`src/rtl/wu_tdc_capture.sv`:
```
// -----------------------------------------------------------------------------
// wu_tdc_capture
// Wave-union style TDC front end. A CARRY4 delay line (taps) is double-flopped,
// a rising edge on the chain entry marks a hit, and the hit is encoded as
// {coarse counter, popcount of the tap word} into a small output FIFO.
//
// Ports
//   clk      : single clock
//   rst_n    : synchronous active-low reset
//   en       : measurement enable (low forces IDLE, zeroes the counter, clears ovf)
//   taps     : raw asynchronous delay-line outputs, bit 0 = chain entry
//   m_data   : event word {coarse[CNT_W-1:0], fine[FINE_W-1:0]}, 0 when empty
//   m_valid  : FIFO not empty
//   m_ready  : consumer accepts head word
//   ovf      : sticky, an event was dropped because the FIFO was full
//   busy     : FSM is in ENCODE or DEAD
// -----------------------------------------------------------------------------
module wu_tdc_capture #(
    parameter int TAPS     = 56,
    parameter int CNT_W    = 16,
    parameter int DEPTH    = 4,
    parameter int DEAD_CYC = 4,
    localparam int FINE_W  = $clog2(TAPS + 1),
    localparam int W       = CNT_W + FINE_W
) (
    input  logic            clk,
    input  logic            rst_n,
    input  logic            en,
    input  logic [TAPS-1:0] taps,
    output logic [W-1:0]    m_data,
    output logic            m_valid,
    input  logic            m_ready,
    output logic            ovf,
    output logic            busy
);

    localparam int AW = $clog2(DEPTH);
    localparam int DW = (DEAD_CYC > 1) ? $clog2(DEAD_CYC) : 1;

    localparam logic [CNT_W-1:0] CNT_ONE   = {{(CNT_W-1){1'b0}}, 1'b1};
    localparam logic [AW:0]      PTR_ONE   = {{AW{1'b0}}, 1'b1};
    localparam logic [DW-1:0]    DEAD_LAST = DW'(DEAD_CYC - 1);

    typedef enum logic [1:0] {IDLE, ARMED, ENCODE, DEAD} state_t;

    function automatic logic [FINE_W-1:0] popcnt(input logic [TAPS-1:0] v);
        logic [FINE_W-1:0] s;
        s = '0;
        for (int i = 0; i < TAPS; i++) s = s + FINE_W'(v[i]);
        return s;
    endfunction

    // ------------------------------------------------------------------
    // Capture pipeline and coarse counter
    // ------------------------------------------------------------------
    logic [TAPS-1:0]  q1, q2;
    logic             q2_0_d;
    logic [1:0]       vld_pipe;   // q1 / q2 hold a real post-reset sample
    logic [CNT_W-1:0] cnt, c1, c2;

    always_ff @(posedge clk) begin
        if (!rst_n) begin
            q1       <= '0;
            q2       <= '0;
            q2_0_d   <= 1'b0;
            vld_pipe <= '0;
            cnt      <= '0;
            c1       <= '0;
            c2       <= '0;
        end else begin
            q1       <= taps;     // metastability sample point, read only by q2
            q2       <= q1;
            q2_0_d   <= q2[0];
            vld_pipe <= {vld_pipe[0], 1'b1};
            cnt      <= en ? cnt + CNT_ONE : '0;
            c1       <= cnt;      // counter value at the capture edge
            c2       <= c1;       // aligned with q2
        end
    end

    // ------------------------------------------------------------------
    // FSM
    // ------------------------------------------------------------------
    state_t            state, state_nx;
    logic [DW-1:0]     dcnt;
    logic [FINE_W-1:0] fine_r;
    logic [CNT_W-1:0]  coarse_r;
    logic              hit;
    logic              wr_en;

    assign hit   = (state == ARMED) && q2[0] && !q2_0_d;
    assign wr_en = (state == ENCODE);
    assign busy  = (state == ENCODE) || (state == DEAD);

    always_ff @(posedge clk) begin
        if (!rst_n) begin
            state    <= IDLE;
            dcnt     <= '0;
            fine_r   <= '0;
            coarse_r <= '0;
        end else begin
            state <= state_nx;
            if (state == ENCODE)
                dcnt <= '0;
            else if (state == DEAD && dcnt != DEAD_LAST)
                dcnt <= dcnt + DW'(1);
            if (hit) begin
                fine_r   <= popcnt(q2);
                coarse_r <= c2;
            end
        end
    end

    always_comb begin
        state_nx = state;
        case (state)
            // Arm only on a genuine low sample; the zeros left by reset do not count.
            IDLE:   if (en && vld_pipe[1] && !q2[0]) state_nx = ARMED;
            ARMED:  if (hit) state_nx = ENCODE;
            ENCODE: state_nx = DEAD;
            DEAD:   if (dcnt == DEAD_LAST && !q2[0]) state_nx = ARMED;
            default: state_nx = IDLE;
        endcase
        if (!en) state_nx = IDLE;
    end

    // ------------------------------------------------------------------
    // Output FIFO
    // ------------------------------------------------------------------
    logic [W-1:0] mem [DEPTH];
    logic [AW:0]  wptr, rptr;
    logic         empty, full, push, pop, drop;

    assign empty = (wptr == rptr);
    assign full  = (wptr[AW] != rptr[AW]) && (wptr[AW-1:0] == rptr[AW-1:0]);
    assign pop   = m_valid && m_ready;
    // A full FIFO still takes the word when the head leaves in the same cycle.
    assign push  = wr_en && (!full || pop);
    assign drop  = wr_en && full && !pop;

    always_ff @(posedge clk) begin
        if (push) mem[wptr[AW-1:0]] <= {coarse_r, fine_r};
    end

    always_ff @(posedge clk) begin
        if (!rst_n) begin
            wptr <= '0;
            rptr <= '0;
            ovf  <= 1'b0;
        end else begin
            if (push) wptr <= wptr + PTR_ONE;
            if (pop)  rptr <= rptr + PTR_ONE;
            if (!en)
                ovf <= 1'b0;
            else if (drop)
                ovf <= 1'b1;
        end
    end

    assign m_valid = !empty;
    assign m_data  = empty ? '0 : mem[rptr[AW-1:0]];

endmodule

```
`config.mk`:
```
export PLATFORM = sky130hd
export DESIGN_NAME = wu_tdc_capture
export DESIGN_NICKNAME = d
export VERILOG_FILES = /design/src/rtl/wu_tdc_capture.sv
export SDC_FILE = /design/constraint.sdc
export NUM_CORES = 1
export LEC_CHECK = 0
export CAP_MARGIN = 10
export CORE_ASPECT_RATIO = 0.8
export CORE_MARGIN = 3
export CORE_UTILIZATION = 32
export DETAILED_ROUTE_END_ITERATION = 10
export GPL_ROUTABILITY_DRIVEN = 0
export GPL_TIMING_DRIVEN = 0
export PLACE_DENSITY = 0.48
export SYNTH_ARGS = -nofsm -noshare
export SYNTH_HDL_FRONTEND = slang
export SYNTH_SLANG_ARGS = --single-unit
```
`constraint.sdc`:
```
create_clock -name clk -period 6.1 [get_ports clk]
set_input_delay 1.83 -clock clk [delete_from_list [all_inputs] [get_ports clk]]
set_output_delay 1.83 -clock clk [all_outputs]
set_load 0.03 [all_outputs]
```
==> results.md <==
- Outcome: finished, final reports clean
- IO Pins: 85
- Pin count of the biggest net entering global routing: 24
- Met1 global-route usage: 17.86%
- Final slew viol count: 0
- Post-DR wirelength/cell: 14.53 µm
- Clock slew at reported path FFs: 0.06 ns
- First-pass GRT wire length: 32.79 mm
- Crit. End Element: flip-flop
- Post-synth EDFFs: 88
- Leak: 5.065 nW
- Area leader, netlist: dfxtp_1
- NumNets Final: 1,095
- Fmax: 0.1700 GHz
- CP max FO: 2
- Critical Path RT: 6.59 ns
- Avg Vias per Cell: 4.189
- Core Area: 33,070 µm²
- Post-Synthesis Cell Area: 10,910 µm²
- P&R area growth vs syn: 21.71%
- Crit Path Category: reg -> reg
- Crit-path max cell delay: 0.63 ns
- HPWL after DPL: 14.74 mm
- Final hold violation count: 0
- Initial antenna violation count: 1
- Met2 usage: 16.15%
- Minimum clock period: 5.883 ns
- CP max stage cell: or4b_2
- Place WS: 0.1664 ns
- Chip Height: 171.1 µm
- Count leader, synth: dfxtp_1
- Synth warn: 0
- Yosys reg bits: 286
- Worst Skew: 0.007783 ns
- DRC viols: 0
- CTS tree: built
- RSZ-0062 raised after global routing: false
- Total grt overflow: 0
- Most used cell along the critical path: fa_1
- Mapped Avg Cell Area: 12.91 µm²
- Syn Nets: 978
- Via count of the routed design: 5,919
- H-tree levels: 1
- Cells after Synth: 845
- Setup_tns: 0 ns
- Synth cell types: 43
- Sequential fraction of the synthesis area: 60.56%
- Worst vdd ir: 0.2198 mV
- Crit start category: flip-flop
- DR pass1 iterations: 4
- Top cells by area, synth: dfxtp_1 36%, edfxtp_1 24%, and2_1 8.8%
- Met3 usage: 2.236%
- Actual slew at the worst max-slew pin: 1.198 ns
- Filler instances: 3,189
- Tot GR Track Use: 11.47%
- Core Util, Final: 40.15%
- Diode count: 0
- CP cell instances: fa_1 > inv_1 > fa_1 > inv_1 > fa_1 > inv_1 > fa_1 > fa_1 > fa_1 > fa_1 > fa_1 > inv_1 > ha_4 > fa_2 > a21o_1 > a21oi_1 > or4b_2 > nand3_1
- Post-route ant nets: 0
- Layout Cells excl Fill: 1,413
- Maxcap violations: 0
- Setup bufs post-CTS: 0
- Fin worst setup slack: 0.2170 ns
- Proportion of layout cells with a drive suffix above 1: 8.925%
- IO Port Bufs: 84
- GRT busiest layer: met1
- Top delay family on crit path: adder cells
- Vias in the first global route: 5,999
- Total CTS buffers: 30
- Yosys top cell area share: 36.33%
- Storage cell area: 6606 µm²
- FFs w/ async S/R, synth: 0%
- Initial DRC count: 191
- # clock sinks: 286
- Clock latency on the worst-skew pair: 0.55 ns
- Initial Util: 32.99%
- Ys flop type: dfxtp_1
- Critical path buffers and inverters: 4
- Clk root buf: clkbuf_16
- Num rows: 59
- Multi-input gate area: 3882 µm²
- Max transition margin: 20.17%
- Crit path DAT: 6.37 ns
- DP Cell Count: 1,356
- Power Density: 335.2 nW/µm²
- Max Buffers Root-to-Sink: 3
- Final setup viols: 0
- Die area: 36,360 µm²
- Total wire length: 20.53 mm
- Die W: 212.4 µm
- Hold crit path type: reg -> reg
- Tcrit/Tclk final: 96.44%
- Top cells by count, synth: 198 x dfxtp_1, 154 x and2_1, 88 x edfxtp_1
- Design Power: 4.451 mW
## logic make-up (layout without fill, tap and decap cells)
kind of cell             count (synthesis)  count (layout)  synth area share, %
AND/OR/NAND/NOR                        282             282                14.78
buffers and inverters                  114             255                4.014
XOR/XNOR                                19              19                1.525
flip-flops                             286             286                60.56
adder cells (fa/ha/maj)                 73              73                11.54
multiplexers                            23              23                4.634
AO/OA/AOI/OAI                           48              48                2.948
## placed cells by master, fill, tap and decap left out, types with 4 or more instances in the layout
cell             count
inv_1               82
clkinv_2             8
mux4_2              22
o21ai_0              9
clkbuf_8             5
nor2b_1             23
edfxtp_1            88
fa_1                44
nor3_1               5
nor2_1              15
and2_1             154
nor4_1               4
clkbuf_16           31
clkbuf_1            32
a21boi_0            18
xnor2_1             14
dfxtp_1            198
nand2_1             48
a21oi_1             10
xor2_1               5
nand3_1             13
ha_1                26
clkdlybuf4s50_1     84
## stage by stage
| stage | hold slack, ns | cell area [µm²] |
|---|---|---|
| after floorplan | 0.4119 | 10910 |
| after detailed placement | 0.4191 | 12280 |
| final | 0.4291 | 13280 |
| after global routing | 0.4437 | 13280 |
| after global placement | 0.4167 | 12280 |
| after CTS | 0.4306 | 13250 |
## per-layer routing
layer | wire length, µm | vias up
li1 | - | 2992
met1 | 11100 | 2799
met2 | 8174 | 88
met3 | 758 | 38
met4 | 489 | 2
met5 | 13 | -
## what timing repair did
| action | in CTS | in global routing |
|---|---|---|
| hold buffers | 0 | 0 |
| setup endpoints to repair | 0 | 1 |
| resized for setup | 0 | 5 |
## report_power, final
group | total (mW) | switching (mW) | internal (mW)
registers | 2.00 | 0.0125 | 1.99
clock network | 1.73 | 0.736 | 0.995
logic | 0.721 | 0.382 | 0.339
total | 4.45 | 1.13 | 3.32
## final timing paths
| path | start | to | slack (ns) | cells after the start |
|---|---|---|---|---|
| min reg2reg | q1[31]$_SDFF_PN0_ | q2[31]$_SDFF_PN0_ | 0.43 | 1 |
| max reg2reg | q2[17]$_SDFF_PN0_ | fine_r[4]$_SDFFE_PN0P_ | 0.22 | 18 |
| min | q1[31]$_SDFF_PN0_ | q2[31]$_SDFF_PN0_ | 0.43 | 1 |
| max | q2[17]$_SDFF_PN0_ | fine_r[4]$_SDFFE_PN0P_ | 0.22 | 18 |
## state kept, by name, indices dropped and copies added, names as in the netlist, named ones only
name      cells
wptr          3
ovf           1
c1           16
q2_0_d        1
q2           56
rptr          3
q1           56
cnt          16
fine_r        6
mem          88
vld_pipe      2
c2           16
state         2
coarse_r     16
dcnt          2
## layout make-up
type / instances / share of cell area (%)
clock inverter: 15 / 0.7350
tap: 427 / 4.024
inverter: 83 / 2.346
sequential: 286 / 49.76
timing repair buffer: 85 / 6.446
multi-input combinational: 445 / 29.24
buffer: 31 / 0.9518
clock buffer: 41 / 6.502
## worst reg2reg max path, stage by stage (launching register included)
cell and delay (ns):
dfxtp_1 0.32, fa_1 0.54, inv_1 0.06, fa_1 0.53, inv_1 0.07, fa_1 0.48
inv_1 0.06, fa_1 0.48, fa_1 0.56, fa_1 0.43, fa_1 0.51, fa_1 0.41
inv_1 0.10, ha_4 0.14, fa_2 0.21, a21o_1 0.12, a21oi_1 0.08, or4b_2 0.63
nand3_1 0.10
Power figures use the tool's default switching activity.
